===== config.mk =====
export PLATFORM = sky130hd
export DESIGN_NAME = score_keeper
export DESIGN_NICKNAME = d
export VERILOG_FILES = /design/src/rtl/score_keeper.sv
export SDC_FILE = /design/constraint.sdc
export NUM_CORES = 1
export LEC_CHECK = 0
export BUFFER_PORTS_ARGS = -buffer_cell sky130_fd_sc_hd__buf_2
export CAP_MARGIN = 20
export CELL_PAD_IN_SITES_DETAIL_PLACEMENT = 0
export CELL_PAD_IN_SITES_GLOBAL_PLACEMENT = 1
export CORE_ASPECT_RATIO = 1.1
export CORE_UTILIZATION = 31
export CTS_CLUSTER_DIAMETER = 60
export CTS_CLUSTER_SIZE = 8
export DETAILED_ROUTE_END_ITERATION = 8
export PLACE_DENSITY_LB_ADDON = 0.05
export SLEW_MARGIN = 10
export SYNTH_ARGS = -nofsm -noshare
export SYNTH_HDL_FRONTEND = slang
export SYNTH_SLANG_ARGS = --single-unit

===== constraint.sdc =====
create_clock -name clk -period 3.1 [get_ports clk]
set_input_delay 0.93 -clock clk [delete_from_list [all_inputs] [get_ports clk]]
set_output_delay 0.93 -clock clk [all_outputs]
set_load 0.05 [all_outputs]

===== src/rtl/score_keeper.sv =====
// score_keeper
//   Game-side score engine feeding the seven-segment display. It tracks the
//   game state (IDLE / PLAYING / OVER), turns hit/miss/collision levels from
//   the play logic into single-cycle events, accumulates combo-weighted
//   points with 16-bit saturation and keeps the best score since reset.
//   A registered mux picks the live score or the high score for the display.
//
// Parameters
//   BASE_POINTS    points per hit at combo 0 (1..65535)
//   MAX_COMBO      combo ceiling (0..7)
//
// Ports
//   clk            system clock
//   reset          synchronous, active-high reset
//   start_game     starts a game from IDLE or OVER
//   hit            level from play logic, rising edge = one hit
//   miss           level from play logic, rising edge = one miss
//   collision      level from play logic, rising edge ends the game
//   show_high      1 selects high_score for the display, 0 selects score
//   score          current game score
//   high_score     best score since reset
//   combo          current combo level, 0..MAX_COMBO
//   state          00 IDLE, 01 PLAYING, 10 OVER
//   new_high       set while in OVER when the last game beat the high score
//   display_value  registered display mux output
module score_keeper #(
  parameter int BASE_POINTS = 10,
  parameter int MAX_COMBO   = 3
) (
  input  logic        clk,
  input  logic        reset,
  input  logic        start_game,
  input  logic        hit,
  input  logic        miss,
  input  logic        collision,
  input  logic        show_high,
  output logic [15:0] score,
  output logic [15:0] high_score,
  output logic [2:0]  combo,
  output logic [1:0]  state,
  output logic        new_high,
  output logic [15:0] display_value
);

  // 2'b11 is listed so the illegal encoding can be named and recovered from.
  typedef enum logic [1:0] {
    S_IDLE    = 2'b00,
    S_PLAYING = 2'b01,
    S_OVER    = 2'b10,
    S_ILLEGAL = 2'b11
  } state_t;

  localparam logic [19:0] BASE20    = 20'(BASE_POINTS);
  localparam logic [2:0]  MAX_COMBO3 = 3'(MAX_COMBO);

  state_t      state_q;
  state_t      state_d;

  logic        hit_q;
  logic        miss_q;
  logic        coll_q;
  logic        hit_ev;
  logic        miss_ev;
  logic        coll_ev;

  logic [15:0] score_q;
  logic [15:0] score_d;
  logic [15:0] high_q;
  logic [15:0] high_d;
  logic [2:0]  combo_q;
  logic [2:0]  combo_d;
  logic        new_high_q;
  logic        new_high_d;
  logic [15:0] display_q;

  logic [19:0] combo_mult;
  logic [19:0] points;
  logic [19:0] sum20;
  logic [15:0] score_sat;
  logic [2:0]  combo_inc;

  // An event fires only in the first cycle its level is seen high, so a
  // held input counts once.
  assign hit_ev  = hit       & ~hit_q;
  assign miss_ev = miss      & ~miss_q;
  assign coll_ev = collision & ~coll_q;

  // Edge-detect history is sampled every cycle in every state, so a level
  // held across a state change does not produce a late event.
  always_ff @(posedge clk) begin
    if (reset) begin
      hit_q  <= 1'b0;
      miss_q <= 1'b0;
      coll_q <= 1'b0;
    end else begin
      hit_q  <= hit;
      miss_q <= miss;
      coll_q <= collision;
    end
  end

  // Hit value and saturating add. The sum is formed in 20 bits: the largest
  // product (65535 * 8) still fits, so the clamp only needs the top nibble.
  always_comb begin
    combo_mult = 20'(combo_q) + 20'd1;
    points     = BASE20 * combo_mult;
    sum20      = {4'b0000, score_q} + points;
    score_sat  = (sum20[19:16] != 4'b0000) ? 16'hFFFF : sum20[15:0];
    combo_inc  = (combo_q >= MAX_COMBO3) ? MAX_COMBO3 : combo_q + 3'd1;
  end

  // State register.
  always_ff @(posedge clk) begin
    if (reset) begin
      state_q <= S_IDLE;
    end else begin
      state_q <= state_d;
    end
  end

  // Next-state logic. Only a collision leaves PLAYING; start_game is
  // ignored while a game is running.
  always_comb begin
    state_d = state_q;
    case (state_q)
      S_IDLE:    if (start_game) state_d = S_PLAYING;
      S_PLAYING: if (coll_ev)    state_d = S_OVER;
      S_OVER:    if (start_game) state_d = S_PLAYING;
      default:   state_d = S_IDLE;
    endcase
  end

  // Datapath next values per state. Within PLAYING the event priority is
  // collision > miss > hit, so a lower-priority event in the same cycle is
  // dropped. The high-score compare happens on the PLAYING->OVER edge and
  // is strict: tying the high score is not a new high.
  always_comb begin
    score_d    = score_q;
    combo_d    = combo_q;
    high_d     = high_q;
    new_high_d = new_high_q;
    case (state_q)
      S_IDLE: begin
        score_d = 16'd0;
        combo_d = 3'd0;
      end
      S_PLAYING: begin
        if (coll_ev) begin
          if (score_q > high_q) begin
            high_d     = score_q;
            new_high_d = 1'b1;
          end else begin
            new_high_d = 1'b0;
          end
        end else if (miss_ev) begin
          combo_d = 3'd0;
        end else if (hit_ev) begin
          score_d = score_sat;
          combo_d = combo_inc;
        end
      end
      S_OVER: begin
        if (start_game) begin
          score_d    = 16'd0;
          combo_d    = 3'd0;
          new_high_d = 1'b0;
        end
      end
      default: begin
        score_d    = 16'd0;
        combo_d    = 3'd0;
        new_high_d = 1'b0;
      end
    endcase
  end

  // Score/combo/high-score registers.
  always_ff @(posedge clk) begin
    if (reset) begin
      score_q    <= 16'd0;
      combo_q    <= 3'd0;
      high_q     <= 16'd0;
      new_high_q <= 1'b0;
    end else begin
      score_q    <= score_d;
      combo_q    <= combo_d;
      high_q     <= high_d;
      new_high_q <= new_high_d;
    end
  end

  // Display mux, registered so it lags the selected source by one cycle.
  always_ff @(posedge clk) begin
    if (reset) begin
      display_q <= 16'd0;
    end else begin
      display_q <= show_high ? high_q : score_q;
    end
  end

  assign score         = score_q;
  assign high_score    = high_q;
  assign combo         = combo_q;
  assign state         = state_q;
  assign new_high      = new_high_q;
  assign display_value = display_q;

endmodule


==> out/results.tsv, run 1 <==
stage	metric	value	unit
run_status	run_status	complete, but fails checks	
run_status	failed_checks	negative setup slack	
drt	drt_wl_total	8.36	mm
pwr	report.power.total	1510	µW
critical_path	timing.setup.critical_path_class	reg2reg	
drt	route.vias.total	2702	
layout	final.fill_count	1051	
critical_path	worst_setup_path_end_kind	register	
pwr	power.density_cell_area	373	nW/µm²
critical_path	critical_path_peak_fanout	5	
timing	finalClockSkew	0.0115	ns
flow_run	maximum_capacitance_violations	0	
timing	setup-violations-final	15	
clocking	cts_max_path_buffers	2	
pwr	worst_vdd_ir	155	µV
min_path	min_path_type	reg2reg	
synthesis	mappedNetlistArea	3190	µm²
synthesis	synth_seq_area_share	35.7	%
pwr	leakagePower	0.00182	µW
global_route	globalRouteOverflowTotal	0	
clocking	clock_sink_count	57	
global_route	wire_length_of_the_first_global_routing_pass	13.6	mm
drt	detail_route.iter0.violations	73	
critical_path	critical_path_source_type	register	
timing	timing_hold_violations_final	0	
clocking	postCtsHoldBufs	0	
layout	layout-drive-gt1-share	30.0	%
timing	timing.fmax	312	MHz
synthesis	async_flop_share	0	%
floorplanning	placeableCoreArea	9940	µm²
layout	insertedDiodeCount	0	
placement	gp_routability_congestion	0.786	
timing	worst_slew_margin_rel	57.5	%
floorplanning	floorplan.initialDensity	32.1	%
critical_path	worst-endpoint-required	3.37	ns
layout	layout_stage_area_growth_over_the_synthesis_result	26.8	%
global_route	grt_use_total	16.9	%
drt	drt-wirelength-per-cell	14.7	µm
drt	drt-vias-per-instance	4.77	
clocking	worst_skew_late_latency	0.36	ns
drt	drcViolationCount	0	
drt	ant_nets	0	
synthesis	synth_fp_nets	394	
synthesis	synth.ff_latch_count	57	
synthesis	ys.warnings.count	0	
timing	final_period_minus_worst_setup_slack	3.20	ns
layout	most-common-layout-cells	sky130_fd_sc_hd__buf_2, sky130_fd_sc_hd__dfxtp_1, sky130_fd_sc_hd__nor2_1, sky130_fd_sc_hd__mux2i_1, sky130_fd_sc_hd__buf_4	
global_route	grt_max_degree	30	
clocking	clkSlewWorstSetupHoldPaths	0.07	ns
floorplanning	dieArea	10700	µm²
floorplanning	die_h	108	µm
drt	detail_route.first_pass.iterations	4	
placement	port_buffers	60	
synthesis	synth_edf_count	0	
timing	rsz_0062_raised_after_global_routing	yes	
timing	maxSlewViolCount	0	
layout	total_area_of_multi_input_combinational_cells	1940	µm²
global_route	via_count_of_the_first_global_routing_pass	2602	
timing	setup_slack	-0.104	ns
layout	final_util	40.8	%
floorplanning	dieWidth	98.8	µm
clocking	cts_tree	built	
layout	regArea	1150	µm²
timing	post-route-period-util	103	%
layout	finalNetCount	479	
critical_path	setup.reg_to_reg.worst_slack	-0.10	ns
layout	final_common_cell	sky130_fd_sc_hd__buf_2	
synthesis	synth_top_flop_cell	sky130_fd_sc_hd__dfxtp_1	
timing	worstMarginPinSlew	0.636	ns
clocking	cts_max_level	3	
clocking	cts_inserted_buffers	9	
clocking	clk_root_buffer_cell	sky130_fd_sc_hd__clkbuf_8	
global_route	number_of_antenna_violations_at_the_first_check_in_global_routing	0	
floorplanning	placement_rows	38	
synthesis	syn_area_per_cell	8.94	µm²
synthesis	netlist-cell-type-count	55	
synthesis	postSynthCellCount	357	
floorplanning	top_level_ports	61	
critical_path	worstPathArrival	3.47	ns
placement	hpwlAfterDp	6.14	mm
==> cells by family (layout without fill, tap and decap cells) <==
logic type      Yosys count  after routing  synth area share (%)
mux                      34             34                  10.7
fa+ha+maj                30             30                  12.2
compound gates           69             69                  14.3
xor+xnor                  7              7                  1.92
simple gates            117            117                  17.9
buf+inv                  43            133                  7.25
flops                    57             57                  35.7
==> per-stage QoR <==
step           worst slack, ns  hold slack (ns)  setup TNS (ns)  std cells  area, µm²
5_1_grt                 -0.260            0.535           -3.35        567       4050
2_1_floorplan          -0.0873            0.559          -0.653        357       3260
6_report                -0.104            0.480          -0.874        567       4050
3_3_place_gp            -0.112            0.470          -0.882        544       3760
4_1_cts                 -0.152            0.486           -1.75        565       4010
3_5_place_dp            -0.193            0.474           -1.60        544       3760
==> path summary, 6_finish.rpt <==
| check | start | endpoint | cells after the start |
|---|---|---|---|
| worst max register to register | combo[0] | score[13] | 14 |
| worst min register to register | new_high | new_high | 2 |
| worst max-delay path | combo[0] | score[13] | 14 |
| worst min-delay path | new_high | new_high | 2 |
==> per-layer routing <==
layer	global-route usage, %	up-vias	share of wire [%]
met3	3.62	10	3.0
met1	21.4	1238	49
met5	0	-	0
met4	7.57	0	1.8
li1	-	1403	-
met2	27.4	51	46
==> report_power, final <==
| part | internal [µW] | total, µW | switching, µW |
|---|---|---|---|
| combinational | 30.2 | 95.7 | 65.5 |
| sequential | 736 | 740 | 4.36 |
| clock | 359 | 673 | 314 |
| total | 1120 | 1510 | 384 |
==> timing repair <==
action	in CTS	in global routing
pin swaps	13	5
buffers inserted	4	2
gates resized for setup	6	9
setup endpoints to repair	16	16
cloned	1	0
==> layout make-up <==
class	count	area share, %
multi-input combinational	257	47.8
sequential	57	28.4
timing repair buffer	90	13.1
clock buffer	14	4.29
tap	120	3.71
inverter	27	2.50
clock inverter	2	0.247
==> critical path: stages, from the launching register on <==
cell and delay, ns:
sky130_fd_sc_hd__dfxtp_4 0.36, sky130_fd_sc_hd__ha_4 0.24, sky130_fd_sc_hd__ha_4 0.27, sky130_fd_sc_hd__ha_4 0.13, sky130_fd_sc_hd__inv_2 0.03, sky130_fd_sc_hd__fa_2 0.51
sky130_fd_sc_hd__inv_2 0.04, sky130_fd_sc_hd__ha_4 0.29, sky130_fd_sc_hd__nand2_4 0.06, sky130_fd_sc_hd__nor3b_4 0.20, sky130_fd_sc_hd__o211ai_2 0.15, sky130_fd_sc_hd__a2111oi_4 0.42
sky130_fd_sc_hd__buf_6 0.20, sky130_fd_sc_hd__nand2_4 0.05, sky130_fd_sc_hd__a31oi_1 0.17
==> flip-flops by register name, indices dropped and copies added, names as in the netlist <==
register       flops
high_score        16
state              2
display_value     16
combo              3
new_high           1
score             16
hit_q              1
miss_q             1
coll_q             1
==> synth_stat cells, drive strengths merged (3+ instances only) <==
cell type	number	area (µm²)
a21oi	25	129
a21boi	3	22.5
o21ai	16	80.1
inv	27	101
nand3	5	30.0
xnor2	5	43.8
a31oi	4	25.0
o21a	3	22.5
and2	3	18.8
buf	10	108
dfxtp	57	1140
nand4	3	18.8
nor4	3	25.0
clkbuf	6	22.5
mux2i	34	340
ha	28	350
nand2	26	105
nor2b	9	56.3
nor3	4	20.0
nor2	54	210
Power figures use the tool's default switching activity.
==> inputs of run 2 (changes only) <==
--- a/config.mk
+++ b/config.mk
@@ -15,6 +15,7 @@
 export CTS_CLUSTER_SIZE = 8
 export DETAILED_ROUTE_END_ITERATION = 8
 export PLACE_DENSITY_LB_ADDON = 0.05
+export RECOVER_POWER = 100
 export SLEW_MARGIN = 10
 export SYNTH_ARGS = -nofsm -noshare
 export SYNTH_HDL_FRONTEND = slang
==> run 2 against run 1 <==
  * The run still ends with negative setup slack left
  * Register-to-register slack is essentially flat
  * Critical path depth stayed put
  * Non-clock buffer count unchanged
  * Via count unchanged
  * Maximum frequency did not move
  * Total power is essentially flat
  * Routed wire length is essentially flat
  * Core utilization about the same
==> out/results.tsv, run 2 (same netlist as run 1, synthesis figures left out) <==
stage	metric	value	unit	change
clocking	cts_tree	built		unchanged
clocking	worst_skew_late_latency	0.36	ns	about the same
global_route	grt_use_total	16.9	%	unchanged
critical_path	worst_setup_path_end_kind	register		unchanged
critical_path	worst-endpoint-required	3.37	ns	about the same
critical_path	critical_path_peak_fanout	5		unchanged
timing	setup_slack	-0.104	ns	unchanged
floorplanning	dieWidth	98.8	µm	unchanged
global_route	number_of_antenna_violations_at_the_first_check_in_global_routing	0		unchanged
timing	final_period_minus_worst_setup_slack	3.20	ns	unchanged
drt	detail_route.first_pass.iterations	4		unchanged
clocking	clkSlewWorstSetupHoldPaths	0.07	ns	about the same
placement	preCtsSetupSlack	-0.193	ns	unchanged
run_status	run_status	complete, but fails checks		unchanged
global_route	grt_max_degree	30		unchanged
flow_run	maximum_capacitance_violations	0		unchanged
clocking	cts_max_level	3		unchanged
pwr	leakagePower	0.00181	µW	was 0.00182 µW
timing	finalClockSkew	0.0115	ns	unchanged
timing	timing.fmax	312	MHz	unchanged
timing	setup-violations-final	15		unchanged
global_route	via_count_of_the_first_global_routing_pass	2602		unchanged
timing	worstMarginPinSlew	1.25	ns	was 0.636 ns
drt	ant_nets	0		unchanged
layout	finalNetCount	479		unchanged
critical_path	worstPathArrival	3.47	ns	about the same
layout	layout-drive-gt1-share	29.8	%	was 30.0%
drt	detail_route.iter0.violations	73		unchanged
floorplanning	floorplan.initialDensity	32.1	%	unchanged
clocking	clk_root_buffer_cell	sky130_fd_sc_hd__clkbuf_8		unchanged
layout	finished_layout_cells	567		unchanged
floorplanning	top_level_ports	61		unchanged
floorplanning	die_h	108	µm	unchanged
drt	drt_wl_total	8.35	mm	was 8.36 mm
critical_path	critical_path_source_type	register		unchanged
pwr	power.density_cell_area	373	nW/µm²	about the same
timing	timing_hold_violations_final	0		unchanged
critical_path	timing.setup.critical_path_class	reg2reg		unchanged
layout	final_common_cell	sky130_fd_sc_hd__buf_2		unchanged
timing	rsz_0062_raised_after_global_routing	yes		unchanged
clocking	clock_sink_count	57		unchanged
placement	gp_routability_congestion	0.786		unchanged
placement	dpl.cell_count	544		unchanged
floorplanning	dieArea	10700	µm²	unchanged
drt	drt-wirelength-per-cell	14.7	µm	about the same
timing	maxSlewViolCount	0		unchanged
layout	final.fill_count	1051		unchanged
clocking	cts_inserted_buffers	9		unchanged
run_status	failed_checks	negative setup slack		unchanged
clocking	cts_max_path_buffers	2		unchanged
drt	route.vias.total	2702		unchanged
floorplanning	placeableCoreArea	9940	µm²	unchanged
drt	drt-vias-per-instance	4.77		unchanged
layout	most-common-layout-cells	sky130_fd_sc_hd__buf_2, sky130_fd_sc_hd__dfxtp_1, sky130_fd_sc_hd__nor2_1, sky130_fd_sc_hd__mux2i_1, sky130_fd_sc_hd__buf_4		unchanged
placement	hpwlAfterDp	6.14	mm	unchanged
floorplanning	placement_rows	38		unchanged
drt	drcViolationCount	0		unchanged
layout	insertedDiodeCount	0		unchanged
pwr	worst_vdd_ir	155	µV	about the same
min_path	min_path_type	reg2reg		unchanged
layout	layout_stage_area_growth_over_the_synthesis_result	26.8	%	about the same
timing	worst_slew_margin_rel	16.8	%	was 57.5%
timing	post-route-period-util	103	%	unchanged
global_route	wire_length_of_the_first_global_routing_pass	13.6	mm	unchanged
placement	port_buffers	60		unchanged
global_route	globalRouteOverflowTotal	0		unchanged
[run 2: cell count changes in the layout (fill, tap and decap cells not counted), sizes merged]
cell / change
buf: -1
clkbuf: +1
[run 2: final timing paths]
check	from	endpoint	slack, ns	cells past startpoint
worst max-delay path	combo[0]	score[13]	-0.10	14
worst min-delay path	new_high	new_high	0.48	2
worst max register to register	combo[0]	score[13]	-0.10	14
worst min register to register	new_high	new_high	0.48	2
[run 2: layer usage]
| layer | vias up | part of all wire (%) | GRT usage [%] |
|---|---|---|---|
| met3 | 10 | 3.0 | 3.62 |
| met2 | 51 | 46 | 27.4 |
| met5 | - | 0 | 0 |
| met4 | 0 | 1.8 | 7.57 |
| met1 | 1238 | 49 | 21.4 |
| li1 | 1403 | - | - |
[run 2: cell type report]
class	instances	area (µm²)	area share (%)
Clock buffer	14	174	4.30
Clock inverter	2	10.0	0.247
Inverter	27	101	2.50
Multi-Input combinational cell	257	1940	47.8
Sequential cell	57	1150	28.4
Tap cell	120	150	3.71
Timing Repair Buffer	90	528	13.0
[run 2: timing repair]
item                                    CTS  global route
hold buffers                              0             0
buffers inserted                          4             2
gates resized for setup                   6             9
endpoints found under the setup margin   16            16
gates cloned                              1             0
pin swaps                                13             5
[run 2: per-stage QoR]
step / power [µW] / instance area, µm² / hold slack (ns) / utilization [%] / TNS [ns]
2_1_floorplan: 824 / 3260 / 0.559 / - / -0.653
3_3_place_gp: 851 / 3760 / 0.470 / 37.8 / -0.882
3_5_place_dp: 851 / 3760 / 0.474 / 37.8 / -1.60
4_1_cts: 1530 / 4010 / 0.486 / 40.3 / -1.75
5_1_grt: 1570 / 4050 / 0.535 / 40.7 / -3.35
6_report: 1510 / 4050 / 0.480 / 40.7 / -0.874
[run 2: critical path, cell delays in order, from the launching register on]
cell                        delay [ns]
sky130_fd_sc_hd__dfxtp_4          0.36
sky130_fd_sc_hd__ha_4             0.24
sky130_fd_sc_hd__ha_4             0.27
sky130_fd_sc_hd__ha_4             0.13
sky130_fd_sc_hd__inv_2            0.03
sky130_fd_sc_hd__fa_2             0.51
sky130_fd_sc_hd__inv_2            0.04
sky130_fd_sc_hd__ha_4             0.29
sky130_fd_sc_hd__nand2_4          0.06
sky130_fd_sc_hd__nor3b_4          0.20
sky130_fd_sc_hd__o211ai_2         0.15
sky130_fd_sc_hd__a2111oi_4        0.42
sky130_fd_sc_hd__buf_6            0.20
sky130_fd_sc_hd__nand2_4          0.05
sky130_fd_sc_hd__a31oi_1          0.17
[run 2: power breakdown]
part	internal [µW]	leakage (µW)	switching, µW
logic	30.6	0.00125	65.5
registers	736	0.000462	4.36
clock network	359	0.0000956	314
total	1130	0.00181	384
